<file path="src/rtl/video_scan_timing.sv">
// Raster timing generator: pixel strobe by integer division, h/v counts, syncs, DE, cell coords.
// Outputs register on the clk after each o_pix_ce and hold PIX_DIV clks; free-running, no backpressure.
module video_scan_timing #(
    parameter int PIX_DIV  = 4,
    parameter int H_ACTIVE = 640,
    parameter int H_FP     = 16,
    parameter int H_SYNC   = 96,
    parameter int H_BP     = 48,
    parameter int V_ACTIVE = 480,
    parameter int V_FP     = 10,
    parameter int V_SYNC   = 2,
    parameter int V_BP     = 33,
    parameter bit HS_POL   = 1'b0,
    parameter bit VS_POL   = 1'b0,
    parameter int CELL_W   = 8,
    parameter int CELL_H   = 8,
    parameter int HSZ      = 10,
    parameter int VSZ      = 10
) (
    input  logic           clk_100mhz,
    input  logic           rstn_i,
    input  logic           i_enable,
    output logic           o_pix_ce,
    output logic [HSZ-1:0] o_hcount,
    output logic [VSZ-1:0] o_vcount,
    output logic           o_de,
    output logic           o_hsync,
    output logic           o_vsync,
    output logic           o_line_start,
    output logic           o_frame_start,
    output logic [HSZ-1:0] o_glyph_x,
    output logic [VSZ-1:0] o_glyph_y,
    output logic [HSZ-1:0] o_cell_x,
    output logic [VSZ-1:0] o_cell_y,
    output logic [7:0]     o_frame_cnt
);

    localparam int H_TOTAL = H_ACTIVE + H_FP + H_SYNC + H_BP;
    localparam int V_TOTAL = V_ACTIVE + V_FP + V_SYNC + V_BP;
    localparam int DW      = (PIX_DIV > 1) ? $clog2(PIX_DIV) : 1;

    localparam logic [DW-1:0]  DIV_LAST = DW'(PIX_DIV - 1);
    localparam logic [HSZ-1:0] H_LAST   = HSZ'(H_TOTAL - 1);
    localparam logic [HSZ-1:0] H_ACT    = HSZ'(H_ACTIVE);
    localparam logic [HSZ-1:0] H_ACT_M1 = HSZ'(H_ACTIVE - 1);
    localparam logic [HSZ-1:0] HS_BEG   = HSZ'(H_ACTIVE + H_FP);
    localparam logic [HSZ-1:0] HS_LAST  = HSZ'(H_ACTIVE + H_FP + H_SYNC - 1);
    localparam logic [HSZ-1:0] GX_LAST  = HSZ'(CELL_W - 1);
    localparam logic [VSZ-1:0] V_LAST   = VSZ'(V_TOTAL - 1);
    localparam logic [VSZ-1:0] V_ACT    = VSZ'(V_ACTIVE);
    localparam logic [VSZ-1:0] V_ACT_M1 = VSZ'(V_ACTIVE - 1);
    localparam logic [VSZ-1:0] VS_BEG   = VSZ'(V_ACTIVE + V_FP);
    localparam logic [VSZ-1:0] VS_LAST  = VSZ'(V_ACTIVE + V_FP + V_SYNC - 1);
    localparam logic [VSZ-1:0] GY_LAST  = VSZ'(CELL_H - 1);

    typedef struct packed {
        logic [HSZ-1:0] h;
        logic [HSZ-1:0] gx;
        logic [HSZ-1:0] cx;
        logic [VSZ-1:0] v;
        logic [VSZ-1:0] gy;
        logic [VSZ-1:0] cy;
        logic [7:0]     fc;
    } pos_t;

    logic [DW-1:0] div;
    logic [DW-1:0] div_nxt;
    logic          pce;
    // nxt is the position the next strobe will present, so the first strobe shows (0,0)
    pos_t          nxt;
    pos_t          adv;
    pos_t          cur;
    logic          de_q, hs_q, vs_q, ls_q, fs_q;
    logic          h_wrap, v_wrap;
    logic          nxt_de, nxt_hs, nxt_vs;

    assign div_nxt = (div == DIV_LAST) ? '0 : div + 1'b1;
    assign h_wrap  = (nxt.h == H_LAST);
    assign v_wrap  = (nxt.v == V_LAST);
    assign nxt_de  = (nxt.h < H_ACT) && (nxt.v < V_ACT);
    assign nxt_hs  = (nxt.h >= HS_BEG && nxt.h <= HS_LAST) ? HS_POL : ~HS_POL;
    assign nxt_vs  = (nxt.v >= VS_BEG && nxt.v <= VS_LAST) ? VS_POL : ~VS_POL;

    always_comb begin
        adv = nxt;
        if (h_wrap) begin
            adv.h  = '0;
            adv.gx = '0;
            adv.cx = '0;
            if (v_wrap) begin
                adv.v  = '0;
                adv.gy = '0;
                adv.cy = '0;
                adv.fc = nxt.fc + 8'd1;
            end else begin
                adv.v = nxt.v + 1'b1;
                // rows stop advancing once the last active line is done
                if (nxt.v < V_ACT_M1) begin
                    if (nxt.gy == GY_LAST) begin
                        adv.gy = '0;
                        adv.cy = nxt.cy + 1'b1;
                    end else begin
                        adv.gy = nxt.gy + 1'b1;
                    end
                end
            end
        end else begin
            adv.h = nxt.h + 1'b1;
            if (nxt.h < H_ACT_M1) begin
                if (nxt.gx == GX_LAST) begin
                    adv.gx = '0;
                    adv.cx = nxt.cx + 1'b1;
                end else begin
                    adv.gx = nxt.gx + 1'b1;
                end
            end
        end
    end

    always_ff @(posedge clk_100mhz or negedge rstn_i) begin
        if (!rstn_i) begin
            div  <= '0;
            pce  <= 1'b0;
            nxt  <= '0;
            cur  <= '0;
            de_q <= 1'b0;
            ls_q <= 1'b0;
            fs_q <= 1'b0;
            hs_q <= ~HS_POL;
            vs_q <= ~VS_POL;
        end else if (!i_enable) begin
            div  <= '0;
            pce  <= 1'b0;
            nxt  <= '0;
            cur  <= '0;
            de_q <= 1'b0;
            ls_q <= 1'b0;
            fs_q <= 1'b0;
            hs_q <= ~HS_POL;
            vs_q <= ~VS_POL;
        end else begin
            div <= div_nxt;
            pce <= (div_nxt == DIV_LAST);
            if (pce) begin
                cur  <= nxt;
                de_q <= nxt_de;
                hs_q <= nxt_hs;
                vs_q <= nxt_vs;
                ls_q <= (nxt.h == '0);
                fs_q <= (nxt.h == '0) && (nxt.v == '0);
                nxt  <= adv;
            end
        end
    end

    assign o_pix_ce      = pce;
    assign o_hcount      = cur.h;
    assign o_vcount      = cur.v;
    assign o_de          = de_q;
    assign o_hsync       = hs_q;
    assign o_vsync       = vs_q;
    assign o_line_start  = ls_q;
    assign o_frame_start = fs_q;
    assign o_glyph_x     = cur.gx;
    assign o_glyph_y     = cur.gy;
    assign o_cell_x      = cur.cx;
    assign o_cell_y      = cur.cy;
    assign o_frame_cnt   = cur.fc;

endmodule

</file>
<file path="config.mk">
export PLATFORM = sky130hd
export DESIGN_NAME = video_scan_timing
export DESIGN_NICKNAME = d
export VERILOG_FILES = /design/src/rtl/video_scan_timing.sv
export SDC_FILE = /design/constraint.sdc
export NUM_CORES = 1
export LEC_CHECK = 0
export BUFFER_PORTS_ARGS = -buffer_cell sky130_fd_sc_hd__buf_2
export CAP_MARGIN = 20
export CORE_ASPECT_RATIO = 0.6
export CORE_UTILIZATION = 46
export CTS_CLUSTER_DIAMETER = 60
export CTS_CLUSTER_SIZE = 10
export DETAILED_ROUTE_END_ITERATION = 7
export PLACE_DENSITY = 0.65
export SLEW_MARGIN = 30
export SYNTH_ARGS = -nofsm -noshare
export SYNTH_HDL_FRONTEND = slang
export SYNTH_SLANG_ARGS = --single-unit
</file>
<file path="constraint.sdc">
create_clock -name clk_100mhz -period 2.9 [get_ports clk_100mhz]
set_input_delay 0.145 -clock clk_100mhz [delete_from_list [all_inputs] [get_ports clk_100mhz]]
set_output_delay 0.145 -clock clk_100mhz [all_outputs]
set_load 0.02 [all_outputs]
</file>
== After elaboration in Yosys (flattened, before gate mapping) ==
Cells that the tools add are included.

* $add $sub $neg: 8
* $lt $le $gt $ge: 8
* Eq/ne operators: 13
* Multiplexer cells: 29
* Reductions and logical operators: 12

{| class="wikitable"
|+ Operator list
! operator !! number
|-
| $mux W68 || 4
|-
| $add A10 B1 Y10 const B || 6
|-
| $mux W30 || 2
|-
| $mux W10 || 4
|-
| $mux W20 || 2
|-
| $mux W38 || 1
|-
| $eq A10 B10 Y1 const B || 2
|-
| $eq A10 B3 Y1 const B || 2
|-
| $logic_not A10 Y1 || 2
|-
| $lt A10 B10 Y1 const B || 2
|-
| $lt A10 B9 Y1 const B || 2
|-
| $mux W1 || 13
|-
| $ne A3 B1 Y1 const B || 4
|-
| $ge A10 B10 Y1 const B || 1
|-
| $ge A10 B9 Y1 const B || 1
|-
| $le A10 B10 Y1 const B || 1
|-
| $le A10 B9 Y1 const B || 1
|-
| $reduce_and A3 Y1 || 3
|-
| $add A8 B1 Y8 const B || 1
|-
| $mux W8 || 1
|-
| $ne A2 B1 Y1 const B || 3
|-
| $eq A2 B2 Y1 const B || 2
|-
| $logic_and A1 B1 Y1 || 4
|-
| $mux W2 || 2
|-
| 3 further kinds || 4
|}

* Register bits after elaboration: 144
* Output and inout port bits: 74

== Depth between registers and ports, before layout ==
Gate-level depths: netlist (run 1).

* Depth in word-level cells: 7
* Depth in mapped cells: 8

== Least setup slack after synthesis (run 1) ==
No wires, ideal clock.

* Kind: reg2reg
* Start: reg nxt[25] (netlist name)
* End: reg nxt[17] (netlist name)
* Data arrival time: 2.004 ns
* Data required time: 2.780 ns
* Path slack: 0.776 ns
* Stages on the path, launching flop included: 7
* Buffers on the path: 1
* Clock period less this slack: 2.124 ns
* Cell sequence: dfrtp_1 > or4_1 > or3_1 > buf_2 > nor3_4 > nand4_1 > a31o_2

* Cells in the longest elaborated chain, start to end: 3

{| class="wikitable"
|+ Ends and longest elaborated chain
! element !! RTL line !! text
|-
| from (decl) || 70 || <nowiki>pos_t nxt;</nowiki>
|-
| from (signal assigned) || 151 || <nowiki>nxt <= adv;</nowiki>
|-
| $eq A10 B3 Y1 || 99 || <nowiki>if (nxt.gy == GY_LAST) begin</nowiki>
|-
| $ne A3 B1 Y1 (no line) || n/a ||
|-
| $reduce_and A4 Y1 (no line) || n/a ||
|}

Every way passes these cells.
A chain may end at the register's enable or synchronous reset.

== Worst setup path in the final report (run 1) ==
* Start: reg nxt[65] (netlist name)
* End: reg nxt[13] (netlist name)

* Cells in the longest elaborated chain, start to end: 3

{| class="wikitable"
|+ Ends and longest elaborated chain
! element !! RTL line !! text
|-
| $eq A10 B10 Y1 || 78 || <nowiki>assign h_wrap = (nxt.h == H_LAST);</nowiki>
|-
| $ne A2 B1 Y1 (no line) || n/a ||
|-
| $reduce_and A4 Y1 (no line) || n/a ||
|}

Every way passes these cells.

==> results of run 1 <==
==> critical path: cells and delay by family (launching register included) <==
kind            cells  cell delay [ns]
compound gates      2             0.48
buf+inv             1             0.33
flops               1             0.49
simple gates        3             1.34
==> state kept, by name, indices dropped and copies added, names as in the netlist, 2 cells and up <==
signal	count
o_glyph_x	10
o_frame_cnt	8
o_vcount	10
nxt	68
o_cell_y	10
div	2
o_cell_x	10
o_glyph_y	10
o_hcount	10
==> cell usage in the layout (no fill, tap or decap), drive strengths merged, types with 17 or more instances in the layout <==
cell type	count
a21oi	28
buf	88
clkbuf	20
dfrtp	142
inv	17
mux2i	69
nand2	42
nand3	25
nor2	96
nor3	19
o21ai	45
==> per-stage QoR <==
stage / worst slack (ns) / area [µm²]
6_report: 0.202 / 8080
5_1_grt: 0.0863 / 8080
4_1_cts: 0.336 / 8060
3_5_place_dp: 0.369 / 7460
3_3_place_gp: 0.495 / 7460
2_1_floorplan: 0.776 / 6890
==> what timing repair did <==
action,CTS,global route
hold buffers,1,0
buffers inserted,0,0
endpoints found under the hold margin,80,0
==> cells by family after synthesis <==
group / synth area share
fa+ha+maj: 0.0200
mux: 0.102
buf+inv: 0.0300
simple gates: 0.190
compound gates: 0.112
flops: 0.524
xor+xnor: 0.0216
==> per-layer routing <==
layer | up-vias | global-route usage | part of all wire | routed length (µm)
li1 | 2561 | - | - | -
met1 | 2676 | 0.367 | 0.53 | 8760
met2 | 188 | 0.296 | 0.41 | 6750
met3 | 14 | 0.0450 | 0.059 | 986
met4 | 0 | 0.0659 | 0.0075 | 124
met5 | - | 0 | 0 | 0
==> worst max-delay path by stage <==
| stage | startpoint | endpoint | slack (ns) | depth (start not counted) |
|---|---|---|---|---|
| after floorplan | nxt[25]$_DFFE_PN0P_ | nxt[17]$_DFFE_PN0P_ | 0.78 | 6 |
| after global placement | nxt[58]$_DFFE_PN0P_ | nxt[57]$_DFFE_PN0P_ | 0.49 | 6 |
| after detailed placement | nxt[65]$_DFFE_PN0P_ | nxt[13]$_DFFE_PN0P_ | 0.37 | 6 |
| after CTS | nxt[65]$_DFFE_PN0P_ | nxt[13]$_DFFE_PN0P_ | 0.34 | 6 |
| after global routing | nxt[65]$_DFFE_PN0P_ | nxt[13]$_DFFE_PN0P_ | 0.09 | 6 |
| final | nxt[65]$_DFFE_PN0P_ | nxt[13]$_DFFE_PN0P_ | 0.20 | 6 |
==> where the power goes <==
group / total (mW) / internal (mW) / switching (mW)
sequential: 2.08 / 2.04 / 0.0374
combinational: 0.292 / 0.0929 / 0.199
clock: 2.18 / 1.32 / 0.867
total: 4.55 / 3.45 / 1.10
==> final cells by class <==
cell class	count	area share
Clock buffer	20	0.0565
Sequential cell	144	0.447
Multi-Input combinational cell	478	0.382
Clock inverter	12	0.0166
Timing Repair Buffer	89	0.0607
Tap cell	198	0.0307
Inverter	15	0.00697
==> run summary, run 1 <==
CLOCK TREE
---------------------------------------------------------------------------------
Root Driver ........................................................    clkbuf_16
Clock tree from TritonCTS ..........................................         done
Clk slew on worst S/H paths ........................................      0.06 ns
Clock sinks ........................................................          144
Num CTS Buffers ....................................................           17
Clock latency of the later-clocked register in the worst-skew pair .      0.41 ns
Number of gates resized after cts ..................................            0
Buffer levels on the longest clock path ............................            2
CTS H-tree lvls ....................................................            4

STA
---------------------------------------------------------------------------------
Summed negative setup slack over all endpoints .....................         0 ns
Relative slew slack ................................................        0.443
Final number of hold-violating endpoints ...........................            0
Setup skew after layout ............................................    0.0102 ns
Final Slew Violations ..............................................            0
Period utilisation layout ..........................................        0.930
Maximum frequency from static timing analysis ......................    0.371 GHz
Endpoints failing setup ............................................            0
Setup repair after global routing missed its margin ................        false
Slew at the pin closest to its max-slew limit ......................     0.835 ns
Clock period minus worst slack .....................................      2.70 ns
Hold Slack .........................................................     0.138 ns

CRITICAL PATH
---------------------------------------------------------------------------------
Register-to-register setup slack ...................................      0.20 ns
Number of cell instances on the worst register-to-register path ....            6
End of the worst register-to-register path ......................... nxt[13]$_DFFE_PN0P_
Arrival time of data at the critical path endpoint .................      3.05 ns
Cell with the largest stage delay on the worst path ................       or4b_4
Start-to-end type of the worst setup path .......................... register to register
Critical path's largest stage delay ................................      0.62 ns
Max Fanout on Critical Path ........................................           20
Critical path endpoint category ....................................     register
Sequence of cells on the critical path ............................. or4b_4 > o41ai_4 > buf_4 > nand4_1 > nor4_1 > a31o_1
Critical path launch point type ....................................     register
Required arrival time at the worst endpoint ........................      3.25 ns
Crit Reg-Reg Startpoint ............................................ nxt[65]$_DFFE_PN0P_

POWER AND IR DROP
---------------------------------------------------------------------------------
Overall Power ......................................................      4.55 mW
Static leakage power ...............................................      3.72 nW
Power per cell area ................................................   564 nW/µm²
Peak ir drop on the vdd network ....................................       334 µV

PLACE
---------------------------------------------------------------------------------
Number of port buffers .............................................           76
Final weighted congestion in routability-driven placement ..........        0.881
Cells after DPL ....................................................          923
Post-detailed-placement half-perimeter wirelength ..................     11200 µm

GRT
---------------------------------------------------------------------------------
Number of global-route vias before repair ..........................         5106
Global-route wire length before repair .............................     27700 µm
GRT Total Usage ....................................................        0.226
Initial antenna violation count ....................................            0
Pin count of the biggest net entering global routing ...............           87
Total congestion overflow after global routing .....................            0

STATUS
---------------------------------------------------------------------------------
Outcome ............................................................ finished, final reports clean

FLOORPLAN
---------------------------------------------------------------------------------
Die area ...........................................................    15500 µm²
Core Box Area ......................................................    14500 µm²
Effective utilization at floorplan .................................        0.473
Die outline height .................................................      96.8 µm
Number of placement rows ...........................................           34
IO Count ...........................................................           77
Die width ..........................................................       160 µm

CELLS AND AREA
---------------------------------------------------------------------------------
Total area of multi-input combinational cells ......................     3080 µm²
Number of antenna cells inserted ...................................            0
Fraction of layout cells with a size suffix above 1 ................        0.182
Final net count ....................................................          759
Sequential cell area in the final layout ...........................     3610 µm²
Number of non-filler instances in the completed layout .............          956
Finished Core Util .................................................        0.555
Area added between synthesis and finish ............................        17.3%
FILL cells .........................................................         1318

DRT
---------------------------------------------------------------------------------
DRC errors left ....................................................            0
Final antenna-violating net count ..................................            0
Post-Route WL ......................................................     16600 µm
Violation count after the first detailed-route iteration ...........          569
Vias per cell ......................................................         5.69
Routed wire per std cell ...........................................      17.4 µm
Drt pass-1 iters ...................................................            6
Via count of the routed design .....................................         5439

SYNTH
---------------------------------------------------------------------------------
Post-synthesis net count ...........................................          687
Proportion of synthesized chip area in sequential cells ............        0.524
Most used flip-flop cell after synthesis ...........................      dfrtp_1
Cells taking the most area after synthesis ......................... dfrtp_1 52%, mux2i_1 10%, nor2_1 5.2%, o21ai_0 3.1%, nand2_1 2.3%
Number of flops mapped to enable cells by yosys ....................            0
Post-synthesis sequential element count ............................          144
Cell Area, Synth ...................................................     6890 µm²
Yosys top cell by area .............................................      dfrtp_1
Top-count cell post-synth ..........................................      dfrtp_1
YS warnings ........................................................            0
Share of async-settable or async-resettable flops after synthesis ..         1.00
Mean cell area of the mapped netlist ...............................     10.2 µm²
Commonest cells post-synth ......................................... 142 x dfrtp_1, 96 x nor2_1, 69 x mux2i_1
Gate count of the mapped netlist ...................................          673
Yosys cell types ...................................................           57
Area fraction of the dominant cell type after synthesis ............        0.516

WORST HOLD PATH
---------------------------------------------------------------------------------
Startpoint of the lowest-slack hold path ...........................     i_enable
Hold WC Path Type .................................................. primary input to register
Number of cells on the worst hold path .............................            2
Hold Crit Endpoint ................................................. o_vsync$_DFFE_PN1P_

FLOW RUN
---------------------------------------------------------------------------------
Max capacitance violation total ....................................            0

Power figures use the tool's default switching activity.
==> inputs of run 2 (changes only) <==
Settings changed: CORE_ASPECT_RATIO 0.6 to not set, SKIP_LAST_GASP set to 1.
==> run 2 against run 1 <==
Clock skew up 0.0018 ns. Register-to-register slack improved by 0.11 ns. Non-clock buffer count up 2. Core utilization fell by 0.26 points. Final area shrank 0.19%. Sequential power is essentially flat. First-iteration DRC count fell by 33%. Critical path depth stayed put. Sequential cell count is the same. Maximum frequency increased by 4.2%. Final cell count is 1.4% lower. Sequential share of layout area increased by 0.083 points. Largest cell class unchanged. Largest power group unchanged.
==> run summary, run 2 (same netlist as run 1, synthesis figures left out) <==
CRITICAL PATH
-------------------------------------------------------------------------------------
Critical path launch point type ........................................     register
Arrival time of data at the critical path endpoint .....................      2.95 ns
Critical path endpoint category ........................................     register
Max Fanout on Critical Path ............................................           20
Required arrival time at the worst endpoint ............................      3.26 ns
Start-to-end type of the worst setup path .............................. register to register

GRT
-------------------------------------------------------------------------------------
GRT Total Usage ........................................................        0.213
Number of global-route vias before repair ..............................         5232
Pin count of the biggest net entering global routing ...................           83
Initial antenna violation count ........................................            0
Global-route wire length before repair .................................     26300 µm
Total congestion overflow after global routing .........................            0

STA
-------------------------------------------------------------------------------------
Maximum frequency from static timing analysis ..........................    0.386 GHz
Period utilisation layout ..............................................        0.893
Setup skew after layout ................................................    0.0119 ns
Final Slew Violations ..................................................            0
Hold Slack .............................................................    0.0845 ns
Final number of hold-violating endpoints ...............................            0
Summed negative setup slack over all endpoints .........................         0 ns
Relative slew slack ....................................................        0.471
Endpoints failing setup ................................................            0
Slew at the pin closest to its max-slew limit ..........................     0.794 ns
Clock period minus worst slack .........................................      2.59 ns
Setup repair after global routing missed its margin ....................        false

FLOW RUN
-------------------------------------------------------------------------------------
Max capacitance violation total ........................................            0

FLOORPLAN
-------------------------------------------------------------------------------------
Die width ..............................................................       124 µm
Die area ...............................................................    15500 µm²
Die outline height .....................................................       124 µm
Core Box Area ..........................................................    14600 µm²
Number of placement rows ...............................................           44
IO Count ...............................................................           77
Effective utilization at floorplan .....................................        0.472

DRT
-------------------------------------------------------------------------------------
Routed wire per std cell ...............................................      16.7 µm
Drt pass-1 iters .......................................................            5
Final antenna-violating net count ......................................            0
Vias per cell ..........................................................         5.79
DRC errors left ........................................................            0
Via count of the routed design .........................................         5463
Violation count after the first detailed-route iteration ...............          382
Post-Route WL ..........................................................     15700 µm

CLOCK TREE
-------------------------------------------------------------------------------------
Root Driver ............................................................    clkbuf_16
Clock tree from TritonCTS ..............................................         done
Clk slew on worst S/H paths ............................................      0.06 ns
Clock sinks ............................................................          144
Clock latency of the later-clocked register in the worst-skew pair .....      0.43 ns
Num CTS Buffers ........................................................           17
Number of gates resized after cts ......................................            0
Setup bufs post-CTS ....................................................            0
CTS H-tree lvls ........................................................            4
Buffer levels on the longest clock path ................................            2

POWER AND IR DROP
-------------------------------------------------------------------------------------
Peak ir drop on the vdd network ........................................       414 µV
Static leakage power ...................................................      3.73 nW
Overall Power ..........................................................      4.50 mW
Power per cell area ....................................................   559 nW/µm²

CELLS AND AREA
-------------------------------------------------------------------------------------
Final net count ........................................................          761
Max FFs per register ...................................................           68
Commonest cells after routing, fill and taps aside ..................... 141 x dfrtp_1, 96 x nor2_1, 75 x buf_2
Most flops, register ...................................................          nxt
Area added between synthesis and finish ................................        17.1%
Final cell area excluding filler cells .................................     8060 µm²
Number of antenna cells inserted .......................................            0
Fraction of layout cells with a size suffix above 1 ....................        0.183
Most frequent standard cell in the layout excluding fill and tap cells .      dfrtp_1

STATUS
-------------------------------------------------------------------------------------
Outcome ................................................................ finished, final reports clean

WORST HOLD PATH
-------------------------------------------------------------------------------------
Hold WC Path Type ...................................................... primary input to register

PLACE
-------------------------------------------------------------------------------------
Number of port buffers .................................................           76
Post-detailed-placement half-perimeter wirelength ......................     10700 µm
Dpl cell area ..........................................................     7460 µm²
Final weighted congestion in routability-driven placement ..............        0.857

[run 2: cell types whose count changed in the layout (fill, tap and decap cells not counted)]
cell / delta
clkbuf_8: +1
clkinv_2: +2
clkinvlp_4: -2
inv_6: -2
buf_4: +3
buf_6: -1
[run 2: power by group]
group	switching (mW)	internal (mW)	leakage [nW]
sequential	0.0372	2.04	1.99
clock	0.810	1.32	0.281
combinational	0.198	0.0939	1.46
total	1.04	3.46	3.73
[run 2: layout make-up]
cell class,count,area [µm²]
well taps,184,230
flip-flops and latches,144,3610
inverters,15,56.3
clock inverters,10,111
multi-input cells,478,3080
repair buffers,91,502
clock buffers,21,470
fillers,1283,6530
[run 2: stage by stage]
stage,utilization,instances,setup slack (ns)
6_report,0.553,943,0.309
4_1_cts,0.552,943,0.344
3_5_place_dp,0.511,911,0.357
2_1_floorplan,-,673,0.776
5_1_grt,0.553,943,0.165
3_3_place_gp,0.511,911,0.527
[run 2: repair_timing]
item                                   4_1_cts  5_1_grt
setup endpoints to repair                    0        0
endpoints found under the hold margin       78        0
hold buffers                                 1        0
[run 2: final timing paths]
| check | startpoint | end | slack, ns | cells after the start |
|---|---|---|---|---|
| setup / recovery | nxt[66]$_DFFE_PN0P_ | nxt[13]$_DFFE_PN0P_ | 0.31 | 6 |
| hold / removal | i_enable | o_vsync$_DFFE_PN1P_ | 0.08 | 2 |
| setup reg to reg | nxt[66]$_DFFE_PN0P_ | nxt[13]$_DFFE_PN0P_ | 0.31 | 6 |
| max in group asynchronous | rstn_i | o_glyph_y[4]$_DFFE_PN0P_ | 1.76 | 3 |
| hold reg to reg | div[0]$_DFF_PN0_ | div[0]$_DFF_PN0_ | 0.46 | 1 |
| min in group asynchronous | rstn_i | o_glyph_x[6]$_DFFE_PN0P_ | 0.32 | 2 |
[run 2: per-layer routing]
metal	global-route usage	wire length (µm)
met1	0.284	7300
met2	0.338	7550
met3	0.0515	703
met4	0.0730	185
met5	0	0
[run 2: critical path, stage by stage, from the launching register on]
cell,delay [ns]
dfrtp_1,0.54
or4b_4,0.55
o41ai_4,0.31
buf_4,0.33
nand4_1,0.34
nor4_1,0.30
a31o_1,0.14
